File: config.mk
export PLATFORM = sky130hd
export DESIGN_NAME = imem_loader
export DESIGN_NICKNAME = d
export VERILOG_FILES = /design/src/rtl/imem_pkg.sv /design/src/rtl/imem_loader_timeout.sv /design/src/rtl/imem_loader.sv
export SDC_FILE = /design/constraint.sdc
export NUM_CORES = 1
export LEC_CHECK = 0
export ABC_AREA = 1
export ABC_CLOCK_PERIOD_IN_PS = 4200
export BUFFER_PORTS_ARGS = -buffer_cell sky130_fd_sc_hd__buf_2
export CORE_MARGIN = 1
export CORE_UTILIZATION = 55
export CTS_CLUSTER_DIAMETER = 80
export DETAILED_ROUTE_END_ITERATION = 6
export GPL_ROUTABILITY_DRIVEN = 0
export PLACE_DENSITY = 0.79
export SYNTH_ARGS = -nofsm -noshare
export SYNTH_HDL_FRONTEND = slang
export SYNTH_SLANG_ARGS = --single-unit
File: constraint.sdc
create_clock -name clk -period 4.2 [get_ports clk]
set_input_delay 0.42 -clock clk [delete_from_list [all_inputs] [get_ports clk]]
set_output_delay 0.42 -clock clk [all_outputs]
set_load 0.03 [all_outputs]
File: src/rtl/imem_pkg.sv
// Shared types and sizing for the instruction memory and its program loader.
package imem_pkg;

  localparam int IMEM_DEPTH = 16;
  localparam int IMEM_SEL_W = 4;

  typedef enum logic [2:0] {
    IDLE,
    COUNT,
    BYTES,
    WRITE,
    CHECK,
    DONE,
    ERROR
  } loader_state_t;

  typedef enum logic [1:0] {
    NONE      = 2'b00,
    BAD_COUNT = 2'b01,
    BAD_CHK   = 2'b10,
    TIMEOUT   = 2'b11
  } err_code_t;

endpackage

File: src/rtl/imem_loader_timeout.sv
// Reloadable inter-byte watchdog: counts down while enabled and flags the cycle
// on which the window runs out.
module loader_timeout #(
  parameter int TIMEOUT_CYC = 1024
) (
  input  logic clk,
  input  logic rst_n,
  input  logic i_load,
  input  logic i_en,
  output logic o_expired
);

  localparam int CW = $clog2(TIMEOUT_CYC + 1);

  logic [CW-1:0] r_cnt;

  always_ff @(posedge clk) begin
    if (!rst_n) begin
      r_cnt <= '0;
    end else if (i_load) begin
      r_cnt <= CW'(TIMEOUT_CYC);
    end else if (i_en && (r_cnt != '0)) begin
      r_cnt <= r_cnt - 1'b1;
    end
  end

  // A load of TIMEOUT_CYC expires on the TIMEOUT_CYC-th enabled edge after it.
  assign o_expired = i_en && (r_cnt == CW'(1));

endmodule

File: src/rtl/imem_loader.sv
// Framed byte-stream loader: assembles little-endian words, writes them into
// IMEM and releases the core only after the frame checksum matches.
module imem_loader
  import imem_pkg::*;
#(
  parameter int DEPTH       = IMEM_DEPTH,
  parameter int SEL_W       = IMEM_SEL_W,
  parameter int TIMEOUT_CYC = 1024
) (
  input  logic             clk,
  input  logic             rst_n,
  input  logic             start,
  input  logic             s_valid,
  input  logic [7:0]       s_data,
  output logic             s_ready,
  output logic [31:0]      instr_data,
  output logic [SEL_W-1:0] instr_select,
  output logic             instr_write,
  output logic             core_rst_n,
  output logic             busy,
  output logic             done,
  output logic             error,
  output logic [1:0]       err_code
);

  localparam logic [7:0] DEPTH_B = 8'(DEPTH);

  loader_state_t    r_state, w_state_next;
  err_code_t        r_err, w_err_next;
  logic [7:0]       r_n, r_chk, r_word_idx;
  logic [1:0]       r_byte_idx;
  logic [31:0]      r_word;
  logic             r_s_ready, r_instr_write, r_core_rst_n, r_busy, r_done, r_error;
  logic [31:0]      r_instr_data;
  logic [SEL_W-1:0] r_instr_select;
  logic             w_accept, w_start, w_expired, w_to_en;

  assign w_accept = s_valid && r_s_ready;
  assign w_start  = start && (r_state inside {IDLE, DONE, ERROR});
  assign w_to_en  = r_state inside {COUNT, BYTES, CHECK};

  loader_timeout #(.TIMEOUT_CYC(TIMEOUT_CYC)) u_timeout (
    .clk       (clk),
    .rst_n     (rst_n),
    .i_load    (w_accept || w_start),
    .i_en      (w_to_en),
    .o_expired (w_expired)
  );

  always_comb begin
    // NOTE: defaults first so every path assigns and no latch is inferred.
    w_state_next = r_state;
    w_err_next   = r_err;
    case (r_state)
      IDLE, DONE, ERROR: begin
        if (w_start) begin
          w_state_next = COUNT;
          w_err_next   = NONE;
        end
      end
      COUNT: begin
        if (w_accept) begin
          if ((s_data == 8'd0) || (s_data > DEPTH_B)) begin
            w_state_next = ERROR;
            w_err_next   = BAD_COUNT;
          end else begin
            w_state_next = BYTES;
          end
        end else if (w_expired) begin
          w_state_next = ERROR;
          w_err_next   = TIMEOUT;
        end
      end
      BYTES: begin
        if (w_accept) begin
          if (r_byte_idx == 2'd3) w_state_next = WRITE;
        end else if (w_expired) begin
          w_state_next = ERROR;
          w_err_next   = TIMEOUT;
        end
      end
      WRITE: w_state_next = ((r_word_idx + 8'd1) == r_n) ? CHECK : BYTES;
      CHECK: begin
        if (w_accept) begin
          if (s_data == r_chk) begin
            w_state_next = DONE;
          end else begin
            w_state_next = ERROR;
            w_err_next   = BAD_CHK;
          end
        end else if (w_expired) begin
          w_state_next = ERROR;
          w_err_next   = TIMEOUT;
        end
      end
      default: w_state_next = IDLE;
    endcase
  end

  always_ff @(posedge clk) begin
    if (!rst_n) begin
      r_state        <= IDLE;
      r_err          <= NONE;
      r_n            <= '0;
      r_chk          <= '0;
      r_word_idx     <= '0;
      r_byte_idx     <= '0;
      r_word         <= '0;
      r_s_ready      <= 1'b0;
      r_instr_write  <= 1'b0;
      r_instr_data   <= '0;
      r_instr_select <= '0;
      r_core_rst_n   <= 1'b0;
      r_busy         <= 1'b0;
      r_done         <= 1'b0;
      r_error        <= 1'b0;
    end else begin
      // NOTE: non-blocking everywhere so each flop samples pre-edge values.
      r_state       <= w_state_next;
      r_err         <= w_err_next;
      // Status outputs are decoded from the next state so they line up with r_state.
      r_s_ready     <= w_state_next inside {COUNT, BYTES, CHECK};
      r_busy        <= w_state_next inside {COUNT, BYTES, WRITE, CHECK};
      r_core_rst_n  <= w_state_next inside {IDLE, DONE};
      r_done        <= (w_state_next == DONE);
      r_error       <= (w_state_next == ERROR);
      r_instr_write <= (w_state_next == WRITE);

      if (w_accept && (r_state == COUNT)) begin
        r_n        <= s_data;
        r_chk      <= s_data;
        r_word_idx <= '0;
        r_byte_idx <= '0;
      end

      if (w_accept && (r_state == BYTES)) begin
        r_word[{r_byte_idx, 3'b000} +: 8] <= s_data;
        r_chk      <= r_chk ^ s_data;
        r_byte_idx <= r_byte_idx + 2'd1;
        if (r_byte_idx == 2'd3) begin
          r_instr_data   <= {s_data, r_word[23:0]};
          r_instr_select <= r_word_idx[SEL_W-1:0];
        end
      end

      if (r_state == WRITE) r_word_idx <= r_word_idx + 8'd1;
    end
  end

  assign s_ready      = r_s_ready;
  assign instr_data   = r_instr_data;
  assign instr_select = r_instr_select;
  assign instr_write  = r_instr_write;
  assign core_rst_n   = r_core_rst_n;
  assign busy         = r_busy;
  assign done         = r_done;
  assign error        = r_error;
  assign err_code     = r_err;

endmodule

-- After elaboration in Yosys (flattened, before gate mapping)
Index checks and enable logic that the tools add are counted.
- flip-flop bits (word level): 116
- add/sub/neg operators: 4
- shifts and indexed selects: 2
- reduce and logical (&&, ||, !) cells: 25
- bitwise gates (word level): 2
- order comparisons: 1
- mux-type cells: 27
- equality and inequality tests: 20
- operators with widths (cell ; count):
    $bwmux W32 ; 1
    $mux W8 ; 4
    $shift A8 B7 Y32 const A ; 1
    $shiftx A8 B7 Y32 ; 1
    $mux W3 ; 8
    $mux W11 ; 2
    $mux W2 ; 10
    $eq A3 B3 Y1 const B ; 6
    $eq A8 B8 Y1 ; 2
    $pmux W3 S5 ; 1
    $eq A3 B2 Y1 const B ; 4
    $eq A11 B1 Y1 const B ; 1
    $reduce_bool A11 Y1 ; 1
    $sub A11 B1 Y11 const B ; 1
    $reduce_bool A3 Y1 ; 3
    $add A8 B1 Y8 const B ; 1
    $gt A8 B5 Y1 const B ; 1
    $logic_not A8 Y1 ; 1
    $pmux W2 S4 ; 1
    $reduce_bool A2 Y1 ; 4
    $reduce_bool A4 Y1 ; 2
    $xor A8 B8 Y8 ; 1
    $neg A5 Y7 ; 1
    $eq A3 B1 Y1 const B ; 2
    12 further kinds ; 21

-- Logic depth before layout (Yosys ltp)
Gate-level depths: netlist (run 1).
- word-level depth: 8
- depth in mapped cells: 17

-- Cells and area by module
Synthesis (run 1) repeated with hierarchy kept, for this count alone.
- cells, all modules: 689
- area, all modules: 4926.0 µm²
- by module, submodules not included (module ; cells each ; area each (µm²) ; times used):
    imem_loader ; 593 ; 4296.6 ; 1
    loader_timeout ; 96 ; 629.4 ; 1

-- Least setup slack after synthesis (run 1)
No wires, ideal clock.
- path kind: register -> register
- start point: reg r_s_ready (netlist: s_ready)
- end point: reg r_busy (netlist: busy)
- required time: 4087 ps
- cell stages (with the launch flop): 13
- library setup time: 113 ps
- path slack: 2371 ps
- clock period less this slack: 1829 ps
- arrival time: 1716 ps
- path through: dfxtp_1 -> nand2_1 -> buf_2 -> nor4_1 -> nand2_1 -> nand2_1 -> o211ai_1 -> nand2_1 -> nand2_1 -> nand2_1 -> nand3_1 -> nand3_2 -> nand2_1
- cells in the longest elaborated chain, start to end: 5
- elaborated cells between the ends (all ways): 10
- those cells by class: eq/ne: 4; mux: 4; reduce/logical: 2
- RTL lines (element ; RTL line ; RTL):
    start, declared ; imem_loader.sv:33 ; logic r_s_ready, r_instr_write, r_core_rst_n, r_busy, r_done, r_error;
    start signal, assigned ; imem_loader.sv:122 ; r_s_ready <= w_state_next inside {COUNT, BYTES, CHECK};
    $logic_and A1 B1 Y1 * ; imem_loader.sv:38 ; assign w_accept = s_valid && r_s_ready;
    $mux W3, on equally long branches ; imem_loader.sv:84, imem_loader.sv:62, imem_loader.sv:75 ;
    $pmux W3 S5 * ; imem_loader.sv:54 ; case (r_state)
    $eq A3 B1 Y1, or another cell as far along ; imem_loader.sv:123 ; r_busy <= w_state_next inside {COUNT, BYTES, WRITE, CHECK};
    $reduce_bool A4 Y1 * ; imem_loader.sv:123 ;
    end signal, assigned ; imem_loader.sv:123 ;
    end, declared ; imem_loader.sv:33 ;
Every way passes the cells marked *; elsewhere a longest branch is shown, timed or not.
A chain may end at the register's enable or synchronous reset.

-- Worst setup path after layout (run 1)
- start point: reg r_s_ready (netlist: s_ready)
- end point: reg r_instr_select[2] (netlist: instr_select[2])
- cells in the longest elaborated chain, start to end: 3
- RTL lines (element ; RTL line ; RTL):
    $logic_and A1 B1 Y1 ; imem_loader.sv:38 ;
    $logic_and A1 B1 Y1 ; imem_loader.sv:136 ; if (w_accept && (r_state == BYTES)) begin
    $reduce_and A2 Y1 (no line) ; n/a ;
    end signal, assigned ; imem_loader.sv:142 ; r_instr_select <= r_word_idx[SEL_W-1:0];
    end, declared ; imem_loader.sv:35 ; logic [SEL_W-1:0] r_instr_select;
Every way passes these cells.

==> results of run 1 <==
## synth_stat cells (3+ instances only)
cell,n,area share
nand2_1,199,0.15
dfxtp_1,108,0.43
a21oi_1,87,0.088
inv_1,66,0.050
nor2_1,44,0.033
nand3_1,38,0.038
o21ai_0,31,0.031
nand4_1,15,0.019
buf_2,11,0.011
clkbuf_1,11,0.0083
ha_1,9,0.023
inv_2,9,0.0068
a31oi_1,7,0.0088
nand2_2,7,0.0088
nor3_1,5,0.0050
or4_1,5,0.0076
xnor2_1,5,0.0088
nand3_4,4,0.014
nor2_2,4,0.0050
a211oi_1,3,0.0045
nor2_4,3,0.0068
o21ai_1,3,0.0030
or2_2,3,0.0038
## final cells by class
cell class              count  area [um2]
clock buffers              10         138
clock inverters             6        78.8
fillers                   778        3210
inverters                  77         289
multi-input cells         489        2420
flip-flops and latches    108        2160
well taps                 108         135
repair buffers             57         290
## sequential cells by signal, summed over array words and instances, names as in the netlist
signal           cells
done                 1
r_n                  8
err_code             2
r_word_idx           8
instr_data          32
s_ready              1
busy                 1
u_timeout.r_cnt     11
r_word              24
error                1
r_state              3
instr_select         4
instr_write          1
r_byte_idx           2
r_chk                8
core_rst_n           1
## worst reg2reg max path, cell delays in order, from the launching register on
cell,delay [ns]
dfxtp_1,0.34
nand2_1,0.41
nor2_8,0.13
nand2_1,0.11
clkinv_1,0.81
o21ai_0,0.51
a21oi_1,0.08
## through the flow
step                hold slack, ns  setup slack, ns  cell area, um2  utilization
floorplan                    0.430             2.37            4970            -
global placement             0.446             1.60            5300        0.607
detailed placement           0.452             1.52            5300        0.607
CTS                          0.365             1.70            5510        0.632
global route                 0.373             1.32            5510        0.632
finish                       0.379             1.67            5510        0.632
## power breakdown
part	leakage, nW	switching [mW]	internal (mW)	total, mW
logic	1.41	0.214	0.0938	0.307
registers	0.872	0.0261	1.05	1.08
clock network	0.111	0.382	0.305	0.687
total	2.40	0.622	1.45	2.07
## routing by layer
layer / routed length, um / part of all wire / vias to the layer above / GRT usage
met3: 559 / 0.047 / 29 / 0.0604
met2: 5660 / 0.48 / 115 / 0.422
met4: 301 / 0.026 / 0 / 0.0987
li1: - / - / 2360 / -
met5: 0 / 0 / - / 0
met1: 5280 / 0.45 / 2185 / 0.325
## cells in the final DEF (no fill, tap or decap), drive strengths merged
cell	n
a211oi	3
a21oi	87
a31oi	7
a41oi	1
and2	1
buf	57
bufinv	1
clkbuf	10
clkinv	4
dfxtp	108
ha	9
inv	78
nand2	206
nand3	44
nand3b	1
nand4	15
nor2	52
nor3	5
nor3b	1
nor4	1
o211ai	1
o21a	1
o21ai	34
o22ai	1
o31ai	1
or2	4
or3	2
or4	5
xnor2	5
xor2	2
## worst max-delay path by stage
stage	slack, ns	endpoint	start	depth (start not counted)
final	1.67	instr_select[2]	s_ready	6
after global routing	1.32	instr_data[31]	s_ready	6
after CTS	1.70	instr_data[20]	s_ready	6
after detailed placement	1.52	instr_data[20]	s_valid	7
after global placement	1.60	instr_select[3]	s_valid	7
after floorplan	2.37	busy	s_ready	12
## logic make-up after synthesis
kind of cell             after synthesis
AND/OR/NAND/NOR                      337
AO/OA/AOI/OAI                        136
adder cells (fa/ha/maj)                9
flip-flops                           108
XOR/XNOR                               7
buffers and inverters                100
==> results.sh, run 1 <==
export IMPL_synth_xor_area_frac=0.0123
export IMPL_status="finished, final reports clean"
export IMPL_finClkSkew_ns=0.0134
export IMPL_cts_resized_gates=0
export IMPL_ios=56
export IMPL_cp_end_kind="flip-flop"
export IMPL_dp_hpwl_um=8280
export IMPL_drive_gt1_frac=0.142
export IMPL_r2r_cells=6
export IMPL_min_period_over_period=0.602
export IMPL_detail_route_wl_per_cell_um=13.8
export IMPL_syn_inst=697
export IMPL_grt_max_degree=62
export IMPL_yosysWarnings=0
export IMPL_synth_top_family_by_area="simple AND/OR/NAND/NOR gates"
export IMPL_tightest_slew_ns=1.05
export IMPL_die_height_um=97.1
export IMPL_syn_area_per_cell_um2=7.13
export IMPL_synthMuxAreaShare=0
export IMPL_place_port_buffers=55
export IMPL_power_density_nw_per_um2=376
export IMPL_cp_top_family="buffers and inverters"
export IMPL_core_area_um2=8720
export IMPL_hold_buffers=0
export IMPL_drv_max_cap_violation_count=0
export IMPL_hold_end="instr_data[24]"
export IMPL_insertion_delay_ns=0.38
export IMPL_antenna_found_initial=0
export IMPL_routed_wirelength_um=11800
export IMPL_peakVddDrop_mv=0.243
export IMPL_die_area_um2=9420
export IMPL_worstHoldPathType="primary input to flip-flop"
export IMPL_dp_cells=839
export IMPL_grt_pass1_wl_um=19800
export IMPL_worst_path_buf_inv=1
export IMPL_worstReg2RegEnd="instr_select[2]"
export IMPL_synth_simple_area_share=0.309
export IMPL_whs_path_depth=3
export IMPL_grtUsageTotal=0.256
export IMPL_p_total_mw=2.07
export IMPL_viasPerCell=5.48
export IMPL_cts_buffer_depth=2
export IMPL_synth_compound_area_share=0.143
export IMPL_first_global_vias=4338
export IMPL_setup_viol=0
export IMPL_synth_edff_count=0
export IMPL_r2r_slack_ns=1.67
export IMPL_r2r_start="s_ready"
export IMPL_nets=763
export IMPL_path_clk_slew_ns=0.11
export IMPL_max_freq_mhz=395
export IMPL_drcViolationCount=0
export IMPL_slowest_delay_ns=0.81
export IMPL_cts_made_buffers=9
export IMPL_antenna_left=0
export IMPL_initial_core_util=0.570
export IMPL_ys_seq_area_frac=0.435
export IMPL_yosysUniqueCellTypes=39
export IMPL_cts_sinks=108
export IMPL_drt_first_pass_iters=5
export IMPL_fin_cells=855
export IMPL_rows=34
export IMPL_tritoncts="built"
export IMPL_synth_async_sr_flop_share=0
export IMPL_final_max_slew_violation_count=0
export IMPL_cellLeakagePower_nw=2.40
export IMPL_hold_viol_final=0
export IMPL_grt_remaining_overflow=0
export IMPL_critPathMaxFanout=44
export IMPL_cp_arrival_ns=2.77
export IMPL_ys_ff_latch=108
export IMPL_worst_setup_path_type="flip-flop to flip-flop"
export IMPL_synthAdderAreaFrac=0.0227
export IMPL_slowest_stage="clkinv_1"
export IMPL_drt_iter0_markers=293
export IMPL_cts_root_buffer="clkbuf_8"
export IMPL_min_from="s_data[0]"
export IMPL_vias=4689
export IMPL_postCtsSetupBuffers=0
export IMPL_fin_crit_ns=2.53
export IMPL_diodes=0
export IMPL_ys_flop_type="dfxtp_1"
export IMPL_cp_start_kind="flip-flop"
export IMPL_rsz0062_at_grt="false"
export IMPL_slew_headroom=0.295
export IMPL_crit_chain="nand2_1 > nor2_8 > nand2_1 > clkinv_1 > o21ai_0 > a21oi_1"
export IMPL_fp_dieW_um=97.1
export IMPL_tns_ns=0
export IMPL_syn_nets=718
export IMPL_netlist_area_um2=4970
export IMPL_path_common_cell="nand2_1"
export IMPL_cts_max_level=3
export IMPL_syn2layout_area_growth_pct=10.9
export IMPL_cp_required_ns=4.44
No activity file was read; power rests on OpenSTA's default activity.
==> inputs of run 2 (changes only) <==
ABC_CLOCK_PERIOD_IN_PS = 2070   (was 4200)
CORE_UTILIZATION = 53   (was 55)
clock period = 2.07 ns   (was 4.2 ns; I/O delays follow)
==> run 2 against run 1 <==
Sequential share of layout area fell by 0.53 points. Worst setup slack got worse by 1.5 ns. Total power up 94%. Non-clock buffer count up 8. Combinational power grew 110%. Flip-flop and latch count did not move. Global-route usage fell by 0.94 points. Clock skew shrank 0.0032 ns. Clock power is 73% higher. Register-to-register slack worse by 1.5 ns. Critical path depth fell by 1. Largest power group unchanged.
==> results.sh, run 2 (synthesis gave the netlist of run 1 again) <==
export IMPL_slowest_delay_ns=0.48
export IMPL_postCtsSetupBuffers=0
export IMPL_rows=34
export IMPL_drt_first_pass_iters=6
export IMPL_initial_core_util=0.559
export IMPL_largest_reg_flops=32
export IMPL_syn2layout_area_growth_pct=12.6
export IMPL_tightest_slew_ns=0.628
export IMPL_routed_wirelength_um=11900
export IMPL_grtUsageTotal=0.247
export IMPL_grtUsageMet2=0.419
export IMPL_tritoncts="built"
export IMPL_cellLeakagePower_nw=2.42
export IMPL_antenna_left=0
export IMPL_viasPerCell=5.43
export IMPL_die_area_um2=9770
export IMPL_first_global_vias=4358
export IMPL_seqPwrFrac=0.544
export IMPL_critPathMaxFanout=16
export IMPL_layout_commonest_cell="nand2_1"
export IMPL_place_area_um2=5370
export IMPL_utilization=0.630
export IMPL_crit_chain="nand2_1 > nor2_8 > nand2_2 > or4_1 > a21oi_1"
export IMPL_cp_top_family="simple AND/OR/NAND/NOR gates"
export IMPL_drive_gt1_frac=0.168
export IMPL_worst_setup_path_type="flip-flop to flip-flop"
export IMPL_cp_start_kind="flip-flop"
export IMPL_drcViolationCount=0
export IMPL_peakVddDrop_mv=0.451
export IMPL_switching_power_mw=1.24
export IMPL_ios=56
export IMPL_final_cell_mix="196 x nand2_1, 105 x dfxtp_1, 87 x a21oi_1"
export IMPL_cp_required_ns=2.38
export IMPL_cp_end_kind="flip-flop"
export IMPL_cts_root_buffer="clkbuf_8"
export IMPL_place_port_buffers=55
export IMPL_cts_made_buffers=9
export IMPL_power_share_combinational=0.159
export IMPL_final_max_slew_violation_count=0
export IMPL_grt_max_degree=62
export IMPL_cp_arrival_ns=2.19
export IMPL_fin_cells=862
export IMPL_fin_crit_ns=1.88
export IMPL_die_height_um=98.8
export IMPL_vias=4680
export IMPL_worst_slack_ns=0.191
export IMPL_grt_use_met3=0.0333
export IMPL_worstHoldPathType="primary input to flip-flop"
export IMPL_fp_dieW_um=98.8
export IMPL_cts_buffer_depth=2
export IMPL_r2r_start="s_ready"
export IMPL_grt_pass1_wl_um=19500
export IMPL_cp_startpoint="s_ready"
export IMPL_nets=771
export IMPL_busiest_layer="met2"
export IMPL_power_density_nw_per_um2=719
export IMPL_finClkSkew_ns=0.0101
export IMPL_hold_buffers=0
export IMPL_drt_iter0_markers=298
export IMPL_dp_hpwl_um=8370
export IMPL_slowest_stage="or4_1"
export IMPL_detail_route_wl_per_cell_um=13.8
export IMPL_cts_sinks=108
export IMPL_grt_remaining_overflow=0
export IMPL_min_period_over_period=0.908
export IMPL_status="finished, final reports clean"
export IMPL_worst_path_buf_inv=0
export IMPL_cts_max_level=3
export IMPL_hold_viol_final=0
export IMPL_slew_headroom=0.581
export IMPL_drv_max_cap_violation_count=0
export IMPL_path_clk_slew_ns=0.10
export IMPL_p_int_mw=2.78
export IMPL_dp_cells=847
export IMPL_dp_slack_ns=0.0711
export IMPL_p_clk_frac=0.297
export IMPL_min_from="s_data[4]"
export IMPL_diodes=0
export IMPL_setup_viol=0
export IMPL_max_freq_mhz=532
export IMPL_core_area_um2=8890
export IMPL_p_sw_frac=0.309
export IMPL_insertion_delay_ns=0.37
export IMPL_antenna_found_initial=0
export IMPL_use_met1=0.319
export IMPL_postLayoutCellArea_um2=5600
[run 2: cell count changes in the layout (fill, tap and decap cells not counted), moves of 3 or more]
cell	previous run	this run
buf_4	2	9
dfxtp_1	108	105
dfxtp_2	0	3
nand2_1	199	196
nand2_2	7	10
nor2_1	44	41
[run 2: layout make-up]
class / count / area, um2
Multi-Input combinational cell: 489 / 2470
Fill cell: 797 / 3290
Clock inverter: 6 / 48.8
Inverter: 77 / 289
Clock buffer: 9 / 124
Timing Repair Buffer: 65 / 363
Sequential cell: 108 / 2170
Tap cell: 108 / 135
[run 2: power by group through the flow]
stage	Combinational [mW]	Clock (mW)	Sequential [mW]
2_1_floorplan	0.457	0	2.25
3_3_place_gp	0.599	0	2.23
3_5_place_dp	0.621	0	2.23
4_1_cts	0.625	1.20	2.19
5_1_grt	0.718	1.29	2.20
6_report	0.639	1.19	2.19
[run 2: worst reg2reg max path, stage by stage (launching register included)]
cell	delay [ns]
dfxtp_1	0.34
nand2_1	0.32
nor2_8	0.32
nand2_2	0.21
or4_1	0.49
a21oi_1	0.14
[run 2: worst paths after layout]
kind	endpoint	cells after the start	slack (ns)
setup / recovery	r_word[18]	5	0.19
hold / removal	instr_data[28]	3	0.16
setup reg to reg	r_word[18]	5	0.19
hold reg to reg	instr_data[4]	2	0.46
[run 2: metrics by stage]
stage	TNS [ns]	hold WS (ns)	power, mW
final	0	0.160	4.02
after global routing	-0.0333	0.153	4.21
after CTS	0	0.149	4.02
after detailed placement	0	0.447	2.86
after global placement	0	0.451	2.83
after floorplan	0	0.363	2.71
[run 2: per-layer routing]
layer	vias up	part of all wire
li1	2374	-
met1	2146	0.45
met2	141	0.48
met3	19	0.049
met4	0	0.014
met5	-	0
[run 2: what timing repair did]
| item | CTS | global route |
|---|---|---|
| hold endpoints to repair | 0 | 0 |
| resized for setup | 0 | 16 |
| endpoints found under the setup margin | 0 | 13 |
